File: src/rtl/alu_pkg.sv
// Shared definitions for the ALU arbiter: opcode values, FSM states and
// the latched request record.
package alu_pkg;

  // ALU opcode encodings; 3'b110 and 3'b111 are reserved and yield zero.
  localparam logic [2:0] ALU_ADD  = 3'b000;
  localparam logic [2:0] ALU_SUB  = 3'b001;
  localparam logic [2:0] ALU_AND  = 3'b010;
  localparam logic [2:0] ALU_OR   = 3'b011;
  localparam logic [2:0] ALU_XOR  = 3'b100;
  localparam logic [2:0] ALU_NOTA = 3'b101;

  // Arbiter FSM state encoding.
  typedef enum logic [1:0] {
    ST_IDLE = 2'b00,
    ST_EXEC = 2'b01,
    ST_RESP = 2'b10
  } arb_state_e;

  // Operation captured from the granted requester.
  typedef struct packed {
    logic [7:0] a;
    logic [7:0] b;
    logic [2:0] op;
    logic       id;
  } arb_req_t;

  // Zero flag: high iff every result bit is clear.
  function automatic logic is_zero(input logic [7:0] value);
    return (value == 8'h00);
  endfunction

endpackage : alu_pkg

File: src/rtl/alu_arbiter_alu.sv
// Combinational 8-bit ALU: result, carry/borrow and zero flag.
module alu_arbiter_alu
  import alu_pkg::*;
(
  input  logic [7:0] a_i,
  input  logic [7:0] b_i,
  input  logic [2:0] op_i,
  output logic [7:0] result_o,
  output logic       carry_o,
  output logic       zero_o
);

  logic [8:0] wide_s;

  // Evaluate the selected operation as a 9-bit value; bit 8 is carry/borrow.
  always_comb begin
    wide_s = 9'd0;
    case (op_i)
      ALU_ADD:  wide_s = {1'b0, a_i} + {1'b0, b_i};
      ALU_SUB:  wide_s = {1'b0, a_i} - {1'b0, b_i};
      ALU_AND:  wide_s = {1'b0, a_i & b_i};
      ALU_OR:   wide_s = {1'b0, a_i | b_i};
      ALU_XOR:  wide_s = {1'b0, a_i ^ b_i};
      ALU_NOTA: wide_s = {1'b0, ~a_i};
      default:  wide_s = 9'd0;
    endcase
  end

  assign result_o = wide_s[7:0];
  assign carry_o  = wide_s[8];
  assign zero_o   = is_zero(wide_s[7:0]);

endmodule : alu_arbiter_alu

File: src/rtl/alu_arbiter.sv
// Two-requester round-robin front end sharing a single ALU. One operation
// is in flight at a time: IDLE accepts, EXEC registers the ALU outputs,
// RESP holds the response until the consumer takes it.
module alu_arbiter
  import alu_pkg::*;
#(
  parameter int NUM_REQ = 2
) (
  input  logic       clk,
  input  logic       reset,
  input  logic       req0_valid,
  input  logic       req1_valid,
  output logic       req0_ready,
  output logic       req1_ready,
  input  logic [7:0] req0_a,
  input  logic [7:0] req1_a,
  input  logic [7:0] req0_b,
  input  logic [7:0] req1_b,
  input  logic [2:0] req0_op,
  input  logic [2:0] req1_op,
  output logic       rsp_valid,
  input  logic       rsp_ready,
  output logic       rsp_id,
  output logic [7:0] rsp_result,
  output logic       rsp_zero,
  output logic       rsp_carry,
  output logic       busy
);

  // Last-grant starts at the highest index so req0 is favoured first.
  localparam logic LAST_GRANT_INIT = 1'(NUM_REQ - 1);

  arb_state_e state_q, state_d;
  logic       last_grant_q, last_grant_d;
  arb_req_t   req_q, req_d;
  logic [7:0] result_q, result_d;
  logic       zero_q, zero_d;
  logic       carry_q, carry_d;

  logic       grant_id_s;
  logic       accept_s;
  logic       rsp_done_s;
  logic [7:0] alu_result_s;
  logic       alu_carry_s;
  logic       alu_zero_s;

  // Round-robin pick: a lone requester wins, a tie goes to the one not served last.
  always_comb begin
    grant_id_s = 1'b0;
    if (req0_valid && req1_valid) begin
      grant_id_s = ~last_grant_q;
    end else if (req1_valid) begin
      grant_id_s = 1'b1;
    end else begin
      grant_id_s = 1'b0;
    end
  end

  // Handshake qualifiers; reset suppresses any accept in the same cycle.
  always_comb begin
    accept_s   = (state_q == ST_IDLE) && (req0_valid || req1_valid) && !reset;
    rsp_done_s = (state_q == ST_RESP) && rsp_ready;
  end

  // FSM state register with synchronous reset.
  always_ff @(posedge clk) begin
    if (reset) begin
      state_q <= ST_IDLE;
    end else begin
      state_q <= state_d;
    end
  end

  // FSM next-state logic.
  always_comb begin
    state_d = state_q;
    case (state_q)
      ST_IDLE: begin
        if (accept_s) begin
          state_d = ST_EXEC;
        end else begin
          state_d = ST_IDLE;
        end
      end
      ST_EXEC: state_d = ST_RESP;
      ST_RESP: begin
        if (rsp_ready) begin
          state_d = ST_IDLE;
        end else begin
          state_d = ST_RESP;
        end
      end
      default: state_d = ST_IDLE;
    endcase
  end

  // FSM outputs: readys follow the grant only in IDLE, response flag in RESP.
  always_comb begin
    req0_ready = 1'b0;
    req1_ready = 1'b0;
    rsp_valid  = 1'b0;
    busy       = 1'b1;
    case (state_q)
      ST_IDLE: begin
        req0_ready = accept_s && !grant_id_s;
        req1_ready = accept_s && grant_id_s;
        busy       = 1'b0;
      end
      ST_EXEC: begin
        busy = 1'b1;
      end
      ST_RESP: begin
        rsp_valid = 1'b1;
        busy      = 1'b1;
      end
      default: begin
        busy = 1'b1;
      end
    endcase
  end

  // Datapath next-state: capture on accept, register ALU in EXEC, rotate grant on completion.
  always_comb begin
    req_d        = req_q;
    result_d     = result_q;
    zero_d       = zero_q;
    carry_d      = carry_q;
    last_grant_d = last_grant_q;
    if (accept_s) begin
      if (grant_id_s) begin
        req_d = '{a: req1_a, b: req1_b, op: req1_op, id: 1'b1};
      end else begin
        req_d = '{a: req0_a, b: req0_b, op: req0_op, id: 1'b0};
      end
    end else begin
      req_d = req_q;
    end
    if (state_q == ST_EXEC) begin
      result_d = alu_result_s;
      zero_d   = alu_zero_s;
      carry_d  = alu_carry_s;
    end else begin
      result_d = result_q;
      zero_d   = zero_q;
      carry_d  = carry_q;
    end
    if (rsp_done_s) begin
      last_grant_d = req_q.id;
    end else begin
      last_grant_d = last_grant_q;
    end
  end

  // Datapath registers; reset clears the response and drops any in-flight op.
  always_ff @(posedge clk) begin
    if (reset) begin
      req_q        <= '0;
      result_q     <= 8'h00;
      zero_q       <= 1'b0;
      carry_q      <= 1'b0;
      last_grant_q <= LAST_GRANT_INIT;
    end else begin
      req_q        <= req_d;
      result_q     <= result_d;
      zero_q       <= zero_d;
      carry_q      <= carry_d;
      last_grant_q <= last_grant_d;
    end
  end

  alu_arbiter_alu u_alu (
    .a_i      (req_q.a),
    .b_i      (req_q.b),
    .op_i     (req_q.op),
    .result_o (alu_result_s),
    .carry_o  (alu_carry_s),
    .zero_o   (alu_zero_s)
  );

  assign rsp_id     = req_q.id;
  assign rsp_result = result_q;
  assign rsp_zero   = zero_q;
  assign rsp_carry  = carry_q;

endmodule : alu_arbiter
File: config.mk
export PLATFORM = sky130hd
export DESIGN_NAME = alu_arbiter
export DESIGN_NICKNAME = d
export VERILOG_FILES = /design/src/rtl/alu_pkg.sv /design/src/rtl/alu_arbiter_alu.sv /design/src/rtl/alu_arbiter.sv
export SDC_FILE = /design/constraint.sdc
export NUM_CORES = 1
export LEC_CHECK = 0
export BUFFER_PORTS_ARGS = -buffer_cell sky130_fd_sc_hd__buf_2
export CAP_MARGIN = 20
export CORE_UTILIZATION = 54
export DETAILED_ROUTE_END_ITERATION = 8
export MAX_ROUTING_LAYER = met4
export PLACE_DENSITY = 0.8
export SYNTH_ARGS = -nofsm -noshare
export SYNTH_HDL_FRONTEND = slang
export SYNTH_SLANG_ARGS = --single-unit
File: constraint.sdc
create_clock -name clk -period 4.05 [get_ports clk]
set_clock_uncertainty 0.2 [all_clocks]
set_input_delay 0.2025 -clock clk [delete_from_list [all_inputs] [get_ports clk]]
set_output_delay 0.2025 -clock clk [all_outputs]
set_load 0.01 [all_outputs]
==> results by stage, run 1 <==
Global route:
- The via count of the first global-routing pass is 2096.
- The remaining global-route overflow is 0.
- The first global-routing pass estimated approximately 9.2 mm of wire.
- Entering global routing, the biggest net connects 41 pins.
- The initial antenna violation count was 0.
- Across every metal layer, demand over resource in global routing totals 0.240.

Outcome:
- The run finished with clean final reports.

Setup path:
- The data arrival time of the worst path is 3.39 ns.
- Counting stages on the worst path, the most repeated cell is sky130_fd_sc_hd__nor2_1.
- Among all stages on the critical path, the largest delay is contributed by sky130_fd_sc_hd__nor2_1.
- The worst setup path is captured at a flip-flop.
- The critical path data required time is 4.04 ns.
- The type of the worst setup path is flip-flop to flip-flop.
- The largest fanout on the critical path is 12.
- The signal on the critical path passes through nor2_1 -> nand2_1 -> nor2_1 -> a21o_1 -> inv_1 -> ha_1 -> nor2b_4 -> o31a_1 -> o21a_1 -> or3_1 -> a31o_1 -> o41ai_2.
- In this design, the stage delay of the slowest critical-path cell is about 0.45 ns.
- The worst setup path is launched from a flip-flop.

Synthesis:
- Counting flops with a built-in enable in the synthesized netlist gives 0.
- Of the synthesized area, sequential elements account for 0.267.
- Of the post-synthesis cell area, the dominant cell type holds 0.267.
- The cell count after synthesis is 296.
- In this run, synthesis produced a sequential element count of 33.
- The synthesized area is 2470 µm².
- The netlist uses 45 different library cells.
- By area the synthesized netlist is led by sky130_fd_sc_hd__dfxtp_1 27%, sky130_fd_sc_hd__ha_1 13%, sky130_fd_sc_hd__mux2i_1 11%.
- The library cell occupying the most area in the post-synthesis netlist is sky130_fd_sc_hd__dfxtp_1.
- The synthesized net count is 365.
- The most used flip-flop cell after synthesis is sky130_fd_sc_hd__dfxtp_1.
- The async set-or-reset flop fraction in the synthesized netlist is 0.
- The mean cell area of the mapped netlist is around 8.3 µm².
- Yosys printed 0 warnings.

STA:
- Headroom to the max-slew limit came out at 0.549.
- For the final routed database, the setup TNS stands at 0 ns.
- For the pin with the worst max-slew slack, the measured transition is 0.674 ns.
- Of the available clock period, the critical path in the final layout requires 0.840.
- The number of pins exceeding their max-slew limit in the final report came to 0.
- Setup repair after global routing left no endpoint under its margin.
- Subtracting the final worst setup slack from the clock period gives 3.40 ns.
- The hold violation count in the final report is 0.
- The highest attainable clock frequency is 294 MHz.
- The total setup violations reported at the end of the flow is 0.

CTS:
- The root buffer cell is sky130_fd_sc_hd__clkbuf_8.
- TritonCTS built the clock tree.
- Buffers added to address setup during post-CTS repair amount to 0.
- The later-pin clock latency in the skew report is 0.29 ns.
- The number of hold buffers added after CTS was 1.
- The maximum count of clock buffers along a single path is 2.
- The H-tree depth is 2.
- The number of gates resized after CTS was 0.
- The clock transition at the registers of the reported paths is around 0.07 ns.
- The clock sink count is 33.
- The total clock buffers created by CTS is 5.

Drt:
- The number of remaining DRC errors is 0.
- The average routed wire per standard cell is ~14 µm.
- The pre-antenna-repair detailed-routing pass consisted of 4 iterations.
- The routed via count is 2257.
- In this run the remaining antenna-violating nets after routing total 0.
- Using the TritonRoute via totals, the vias-per-cell ratio works out to 5.64.
- Wires add up to roughly 5.5 mm.
- The detailed router finished its first iteration with 156 violations.

Pwr:
- For this design the ratio of total power to cell area is 412 nW/µm².
- In this run the static leakage power is 1.35 nW.
- The maximum vdd ir drop is approximately 0.21 mV.

Die:
- The site row count is 24.
- The I/O pin total is 58.
- The starting density of the core is 0.564.
- The area of the placeable core is 4380 µm².
- From bottom edge to top edge, the die measures approximately 70 µm.
- The x dimension of the die is 69.6 µm.
- The floorplan step defined a die boundary enclosing 4850 µm².

Finish:
- The area growth from synthesis to layout is 16.5%.
- The count of cells in the finished layout, fillers not included, comes to 400.
- The number of inserted diodes is 0.
- Leaving out fill and tap cells, the most frequent cells in the layout are 57 x sky130_fd_sc_hd__buf_2, 35 x sky130_fd_sc_hd__nor2_1, 33 x sky130_fd_sc_hd__dfxtp_1.
- The fraction of final layout cells with drive strength greater than 1 is 0.221.
- For this run, the post-layout net count is 416.
- The sequential standard cell area is 661 µm².
- The filler cell count in the final layout is around 380.
- Summing all multi-input logic gate instances after layout gives about 1700 µm².
- The finished cells cover between 2000 and 3000 µm².
- The most common cell after layout, fill and taps aside is sky130_fd_sc_hd__buf_2.

Placement:
- Input and output buffers added on the ports amount to between 50 and 60.
- The cell total after placement is 391.
- At the end of routability-driven placement, the weighted congestion stood at 0.955.
- The post-detailed-placement half-perimeter wirelength is approximately 4.2 mm.
- Once placement finished, the instance area stood at around 2800 µm².

Run:
- The tool flagged a number of max-cap violations equal to 0.

Min path:
- The worst hold path class is input pin to flip-flop.
==> synthesized netlist by cell type (2+ instances only) <==
master                     number
sky130_fd_sc_hd__a21oi_1        9
sky130_fd_sc_hd__nand2_1       12
sky130_fd_sc_hd__nor2b_1        4
sky130_fd_sc_hd__a211oi_1      25
sky130_fd_sc_hd__buf_2          6
sky130_fd_sc_hd__mux2i_1       27
sky130_fd_sc_hd__xnor2_1        7
sky130_fd_sc_hd__o21a_1         4
sky130_fd_sc_hd__dfxtp_1       33
sky130_fd_sc_hd__o211a_1        5
sky130_fd_sc_hd__inv_1         22
sky130_fd_sc_hd__o22ai_1        5
sky130_fd_sc_hd__a21o_1         2
sky130_fd_sc_hd__nor3_1         4
sky130_fd_sc_hd__a31o_1         2
sky130_fd_sc_hd__or2_1          2
sky130_fd_sc_hd__or3_1          3
sky130_fd_sc_hd__o31a_1         2
sky130_fd_sc_hd__a21boi_1       2
sky130_fd_sc_hd__nand2b_1       9
sky130_fd_sc_hd__nand3_1        7
sky130_fd_sc_hd__clkbuf_1      12
sky130_fd_sc_hd__nor2_1        36
sky130_fd_sc_hd__o21ai_0        9
sky130_fd_sc_hd__a41oi_1        2
sky130_fd_sc_hd__nand4_1        2
sky130_fd_sc_hd__ha_1          25
==> per-layer routing <==
layer	GRT usage	vias to the layer above	part of all wire
li1	-	1166	-
met1	0.301	1017	0.48
met2	0.380	64	0.45
met3	0.0494	10	0.050
met4	0.0889	0	0.017
met5	-	-	0
==> final timing paths <==
path,slack [ns],depth (start not counted),endpoint,from
worst max-delay path,0.65,12,rsp_zero,req_q[3]
worst min-delay path,0.05,3,req_q[16],req0_a[4]
worst max register to register,0.65,12,rsp_zero,req_q[3]
worst min register to register,0.29,2,rsp_carry,rsp_carry
==> cell families (layout without fill, tap and decap cells) <==
group | Yosys count | in the layout | synth area share
DFF | 33 | 33 | 0.267
buffers and inverters | 40 | 92 | 0.0638
and+or+nand+nor | 85 | 85 | 0.166
adders and majority gates | 26 | 26 | 0.135
AOI/OAI and AO/OA | 77 | 77 | 0.230
xor gates and xnor gates | 7 | 7 | 0.0248
muxes | 28 | 28 | 0.114
==> registers in the layout (all words and copies together) (netlist names) <==
register,count
rsp_zero,1
last_grant_q,1
rsp_id,1
state_q,2
rsp_carry,1
rsp_result,8
req_q,19
==> cell type report <==
type / count / area share
clock inverter: 3 / 0.00608
inverter: 22 / 0.0287
timing repair buffer: 62 / 0.113
multi-input combinational: 223 / 0.576
clock buffer: 5 / 0.0239
sequential: 33 / 0.229
tap: 52 / 0.0226
==> power by group <==
group	internal (mW)	switching, mW	total [mW]
clock network	0.119	0.126	0.244
registers	0.362	0.0440	0.406
logic	0.247	0.290	0.536
==> critical path, delay by kind of cell (launching register included) <==
kind / cells / cell delay, ns
buf+inv: 1 / 0.05
compound gates: 5 / 1.18
fa+ha+maj: 1 / 0.26
flops: 1 / 0.42
simple gates: 5 / 1.20
==> stage by stage <==
stage                      util  hold slack, ns  total power, mW  worst slack, ns
after floorplan               -           0.159            0.816            0.947
after global placement    0.635           0.270            0.926            0.756
after detailed placement  0.635           0.284            0.944            0.684
after CTS                 0.657          0.0529             1.19            0.670
after global routing      0.657          0.0685             1.27            0.449
final                     0.657          0.0517             1.19            0.650
Note: power is estimated with default switching activity, not from simulation.
==> run 2, diff against run 1 <==
CORE_UTILIZATION = 49   (was 54)
PLACE_DENSITY = 0.77   (was 0.8)
clock period = 2.73 ns   (was 4.05 ns; I/O delays follow)
==> results by stage, run 2 (synthesis gave the netlist of run 1 again) <==
Finish:
- The flip-flop count of the largest register, all copies and words added is 19.
- The area growth from synthesis to layout is 31.2%.
- Across the whole layout, storage elements account for roughly 670 µm².
- The repair_antennas step left the layout with diodes totalling 0.
- The top cell types in the final layout, fill and taps aside, are 57 x sky130_fd_sc_hd__buf_2, 32 x sky130_fd_sc_hd__nor2_1, 29 x sky130_fd_sc_hd__dfxtp_1.
- The net total in the final layout is 447.
- The filler cell count in the final layout is 387.
- The most common cell after layout, fill and taps aside is sky130_fd_sc_hd__buf_2.
- The fraction of final layout cells with drive strength greater than 1 is 0.301.
- The total area of multi-input combinational cells is between 1500 and 2000 µm².
- Counting flops per register, the top entry is req_q.

CTS:
- The later-pin clock latency in the skew report is between 0.2 and 0.3 ns.
- The total clock buffers created by CTS is 5.
- The clock sink count is 33.
- The root buffer cell is sky130_fd_sc_hd__clkbuf_8.
- The CTS tree is built.
- The clock transition at the registers of the reported paths is 0.08 ns.
- The H-tree depth is 2.
- No sink is reached through more buffers than the 2 on the longest clock path.

Setup path:
- Along the worst path, the maximum fanout reaches 4.
- The type of the worst setup path is flip-flop to flip-flop.
- The critical path data required time is 2.72 ns.
- Measured in cells, the most critical reg-to-reg path has a length of 12.
- The data arrival time of the worst path is about 2.8 ns.
- The kind of launch point of the worst setup path is a flip-flop.
- STA classifies the critical path endpoint as a flip-flop.

STA:
- Dividing the final minimum period by the clock period gives 1.03.
- The highest attainable clock frequency is about 360 MHz.
- Measured against its own limit, the worst slew margin works out to 0.641.
- The number of pins exceeding their max-slew limit in the final report is 0.
- The hold violation count in the final report was 5.
- Across all hold checks on the routed design, the worst slack comes to -0.00807 ns.
- Setup repair after global routing could not meet its margin everywhere.
- Setup violations remaining at the end of the flow were counted as 2.
- The final worst setup slack is -0.0739 ns.
- The final critical delay including setup and external delays is about 2.8 ns.
- For the pin with the worst max-slew slack, the measured transition is 0.539 ns.

Die:
- After floorplanning, the core was sized to cover 4790 µm².
- The die covers 5330 µm².
- The initial utilization of the core area, before any placement, comes to 0.516.
- The I/O pin total is 58.
- After floorplanning, the core was divided into 25 placement rows.
- Measured along the x axis, the die boundary spans 73.0 µm.
- The vertical die dimension is 73.0 µm.

Drt:
- After detailed routing, the number of remaining DRC violations is 0.
- The number of nets with antenna violations after routing is 0.
- The final route contains 2389 vias.
- The first detailed-routing pass took 4 iterations.
- In the final routed layout, each cell accounts on average for around 14 µm.
- The total wirelength of the detailed-routed design is 6.21 mm.
- The detailed-route vias per instance is 5.36.
- After the first detailed-routing iteration, the DRC count stood at 88.

Global route:
- The via count of the first global-routing pass is 2213.
- The first global-routing pass estimated a little over 10 mm of wire.
- The combined global-route utilization of all metal layers is 0.255.
- The total overflow left after global routing is 0.
- The initial antenna violation count is 0.
- Entering global routing, the biggest net connects 41 pins.

Run:
- Across the run, the number of max-cap violations was 0.

Pwr:
- Of the total power, combinational logic draws 0.471.
- The internal power of the cells is 1.31 mW.
- The share of total power dissipated in sequential elements is 0.292.
- Summed over all cells, the static leakage comes to between 1.5 and 2 nW.
- The part of the total power dissipated in the clock network is 0.237.
- Of the total power, the share spent switching nets is 0.358.
- Total power for the finished layout comes to ~2 mW.
- Power spread over the standard cell area amounts to 631 nW/µm².
- In this run the power spent charging and discharging nets is 0.732 mW.
- The worst-case IR drop observed on VDD is 0.481 mV.

Placement:
- The number of I/O port buffers is 57.
- At the end of routability-driven placement, the weighted congestion stood at 0.909.
- The post-detailed-placement half-perimeter wirelength is 4.43 mm.
- The pre-CTS setup slack is -0.0736 ns.

Outcome:
- The checks that failed: hold timing, setup timing.
- The flow ran to the end, but the final reports show violations.

Min path:
- The worst hold path was traced through 3 stages.
- The worst hold path class is input pin to flip-flop.
==> run 2: layout make-up <==
cell class / instances / share of cell area
Multi-Input combinational cell: 223 / 0.528
Sequential cell: 33 / 0.205
Timing Repair Buffer: 93 / 0.179
Clock buffer: 7 / 0.0266
Tap cell: 67 / 0.0259
Inverter: 22 / 0.0255
Clock inverter: 1 / 0.00926
==> run 2: power groups by stage <==
stage / Clock (mW) / Combinational (mW) / Sequential (mW)
2_1_floorplan: 0 / 0.632 / 0.600
3_3_place_gp: 0 / 0.863 / 0.600
3_5_place_dp: 0 / 0.887 / 0.602
4_1_cts: 0.485 / 0.929 / 0.594
5_1_grt: 0.511 / 1.07 / 0.605
6_report: 0.485 / 0.962 / 0.597
==> run 2: metal layers <==
metal	track usage	part of all wire
met1	0.310	0.46
met2	0.432	0.49
met3	0.0414	0.042
met4	0.0741	0.013
met5	-	0
==> run 2: repair_timing <==
action	CTS	global route
setup buffers	2	2
setup endpoints to repair	3	5
hold buffers	10	0
endpoints found under the hold margin	8	0
resized for setup	8	6
pin swaps	9	7
==> run 2: stage by stage <==
stage	hold slack [ns]	area, µm²	std cells	utilization	TNS (ns)
CTS	0.0000933	3210	444	0.670	-0.143
global route	0.0110	3240	446	0.677	-0.616
finish	-0.00807	3240	446	0.677	-0.0979
detailed placement	0.225	2950	424	0.617	-0.125
global placement	0.215	2950	424	0.617	-0.0206
floorplan	0.0926	2510	296	-	-0.312
==> run 2: path summary, 6_finish.rpt <==
path                            startpoint   endpoint  slack (ns)
worst max-delay path              req_q[2]   rsp_zero       -0.07
worst min-delay path             req0_a[4]  req_q[16]      -0.008
worst max register to register    req_q[2]   rsp_zero       -0.07
worst min register to register      rsp_id     rsp_id        0.27
==> run 2: worst max-delay path: stages (launching register included) <==
cell                      delay (ns)
sky130_fd_sc_hd__dfxtp_2        0.34
sky130_fd_sc_hd__nor2_4         0.15
sky130_fd_sc_hd__nand2_2        0.09
sky130_fd_sc_hd__nor2_1         0.09
sky130_fd_sc_hd__a21o_1         0.11
sky130_fd_sc_hd__inv_1          0.04
sky130_fd_sc_hd__ha_1           0.26
sky130_fd_sc_hd__nor2b_4        0.12
sky130_fd_sc_hd__o31a_1         0.28
sky130_fd_sc_hd__o21a_1         0.18
sky130_fd_sc_hd__or3_1          0.31
sky130_fd_sc_hd__a31o_1         0.21
sky130_fd_sc_hd__o41ai_2        0.31
==> run 3, diff against run 2 <==
REMOVE_ABC_BUFFERS = 1   (was default)
==> results by stage, run 3 (synthesis gave the netlist of run 1 again) <==
Die:
- The I/O pin total is 58.
- The die footprint is 5330 µm².
- The vertical die dimension is 73.0 µm.
- The site row count is 25.
- The area of the placeable core is between 4000 and 5000 µm².
- For this configuration, the core starts out at a cell density of 0.516.
- The x dimension of the die is 73.0 µm.

Pwr:
- The analysis attributes to cell leakage a power of 1.62 nW.
- The maximum vdd ir drop is 0.381 mV.
- The portion of total power attributed to combinational logic is 0.509.
- The part of the total power dissipated in the clock network is 0.189.
- The internal power of the cells is 1.23 mW.
- Dividing total power by cell area gives a power density of 569 nW/µm².
- The share of total power consumed by net switching is 0.374.
- The part of the power in registers is 0.301.
- In this run the power spent charging and discharging nets is between 0.7 and 0.8 mW.

Finish:
- The register with the most flip-flops is req_q.
- Of the cells placed in the final design, the portion with a size suffix greater than 1 is 0.284.
- The number of inserted diodes is 0.
- The flip-flop count of the largest register, all copies and words added is 19.
- The post-layout instance count excluding filler cells is 472.
- In the layout the commonest cells are 57 x sky130_fd_sc_hd__buf_2, 35 x sky130_fd_sc_hd__dlygate4sd3_1, 32 x sky130_fd_sc_hd__nor2_1.
- The utilization after layout is 0.724.
- The area growth from synthesis to layout is 40.2%.
- The most common cell after layout, fill and taps aside is sky130_fd_sc_hd__buf_2.
- The net total in the final layout is 473.

Setup path:
- The largest fanout on the critical path is 5.
- Data arrives at the worst endpoint at 2.81 ns.
- At the worst endpoint, the required time is approximately 2.7 ns.
- The kind of launch point of the worst setup path is a flip-flop.
- STA classifies the critical path endpoint as a flip-flop.
- The type of the worst setup path is flip-flop to flip-flop.
- The number of cells traversed by the worst register-to-register path is 11.
- In this run the register-to-register setup slack is -0.08 ns.

STA:
- The worst-margin pin slew is between 0.5 and 0.6 ns.
- Headroom to the max-slew limit came out at 0.650.
- The total setup violations reported at the end of the flow is 2.
- The number of pins exceeding their max-slew limit in the final report is 0.
- Setup repair after global routing could not meet its margin everywhere.
- The hold slack is -0.00335 ns.
- The highest attainable clock frequency is 356 MHz.
- The share of the clock period used by the worst path after layout is 1.03.
- The final critical delay including setup and external delays is approximately 2.8 ns.
- The hold violation count in the final report is 2.
- After layout, the worst setup slack is -0.0819 ns.

Drt:
- The initial DRC count is 80.
- After detailed routing, the number of vias per cell comes to 5.27.
- In the routed design, unresolved DRC markers number 0.
- The routed length on met3 is between 200 and 250 µm.
- In the final routed layout, each cell accounts on average for 13.3 µm.
- Detailed routing placed a total of 3.14 mm of wire on met2.
- The number of nets with antenna violations after routing is 0.
- The number of iterations in the first detailed-routing pass is 4.
- The routed via count is 2488.
- The met1 wire length is 2.84 mm.
- The highest routed metal layer is met4.
- Wires add up to 6.26 mm.

CTS:
- At the later pin of the worst-skew pair, clock insertion delay measures 0.30 ns.
- The H-tree was split into 2 levels.
- The maximum count of clock buffers along a single path is 2.
- The total clock buffers created by CTS is 5.
- The tree is rooted in a sky130_fd_sc_hd__clkbuf_8.
- The clock net in this run drives a total of 33 sinks.
- TritonCTS built the clock tree.
- Clock-pin slew was measured on the worst setup and hold paths at about 0.070 ns.

Min path:
- The worst hold path class is input pin to flip-flop.
- The number of stages on the worst hold path is 3.

Global route:
- The largest net degree at the start of global routing is 41.
- The combined global-route utilization of all metal layers is 0.260.
- The first global-routing pass estimated 10.3 mm of wire.
- The initial antenna violation count is 0.
- The remaining global-route overflow is 0.
- The via count of the first global-routing pass is 2329.

Outcome:
- The final reports fail on hold timing, setup timing.
- The run finished, with violations left.

Placement:
- At the end of routability-driven placement, the weighted congestion stood at ~0.88.
- The post-detailed-placement half-perimeter wirelength is 4.15 mm.
- In this run the tool buffered the top-level ports with 57 buffer cells.
- Once placement completed, the tool counted placed cells totaling 424.

Run:
- Max-cap violations in this run came to 0.
==> run 3: cell count changes in the layout (fill, tap and decap cells not counted), sizes merged <==
cell,previous run,this run
clkbuf,7,5
dlygate4sd3,10,35
clkinvlp,0,1
clkinv,0,2
bufinv,1,0
buf,83,84
==> run 3: path summary, 6_finish.rpt <==
| path | from | to |
|---|---|---|
| setup / recovery | req_q[4] | rsp_result[5] |
| hold / removal | req0_a[7] | req_q[19] |
| setup reg to reg | req_q[4] | rsp_result[5] |
| hold reg to reg | last_grant_q | last_grant_q |
==> run 3: cell type report <==
cell class / instances / area (µm²)
multi-input combinational: 223 / 1710
fill: 372 / 1320
timing repair buffer: 119 / 838
sequential: 33 / 666
tap: 67 / 83.8
inverter: 22 / 82.6
clock buffer: 5 / 68.8
clock inverter: 3 / 17.5
==> run 3: timing repair <==
action | CTS | global route
setup buffers | 5 | 0
pin swaps | 16 | 2
resized for setup | 18 | 1
hold buffers | 35 | 0
setup endpoints to repair | 3 | 5
cloned | 0 | 0
hold endpoints to repair | 20 | 0
==> run 3: power by group through the flow <==
stage / registers (mW) / logic (mW) / clock network, mW
3_5_place_dp: 0.599 / 0.862 / 0
2_1_floorplan: 0.614 / 0.581 / 0
6_report: 0.593 / 1.00 / 0.373
4_1_cts: 0.592 / 0.984 / 0.376
5_1_grt: 0.601 / 1.11 / 0.392
3_3_place_gp: 0.595 / 0.845 / 0
==> run 3: metrics by stage <==
stage	worst slack [ns]	power, mW	area (µm²)	TNS, ns	hold slack [ns]
after floorplan	-0.408	1.19	2400	-1.54	0.00557
after global placement	-0.0344	1.44	2940	-0.0344	0.210
after detailed placement	-0.108	1.46	2940	-0.143	0.211
after CTS	-0.0764	1.95	3460	-0.137	0.00109
after global routing	-0.195	2.11	3460	-0.546	0.0207
final	-0.0819	1.97	3460	-0.161	-0.00335
==> run 3: layer usage <==
| layer | up-vias | global-route usage |
|---|---|---|
| met5 | - | - |
| met4 | 0 | 0.0719 |
| met3 | 5 | 0.0456 |
| met2 | 63 | 0.471 |
| met1 | 1149 | 0.289 |
| li1 | 1271 | - |
==> run 3: worst max-delay path: stages, from the launching register on <==
cell                      delay [ns]
sky130_fd_sc_hd__dfxtp_2        0.33
sky130_fd_sc_hd__buf_4          0.15
sky130_fd_sc_hd__o31ai_2        0.27
sky130_fd_sc_hd__xnor2_1        0.15
sky130_fd_sc_hd__ha_1           0.26
sky130_fd_sc_hd__buf_4          0.15
sky130_fd_sc_hd__o21a_1         0.10
sky130_fd_sc_hd__o31a_1         0.13
sky130_fd_sc_hd__o21a_1         0.20
sky130_fd_sc_hd__or3_1          0.36
sky130_fd_sc_hd__a31o_1         0.21
sky130_fd_sc_hd__o211a_1        0.20
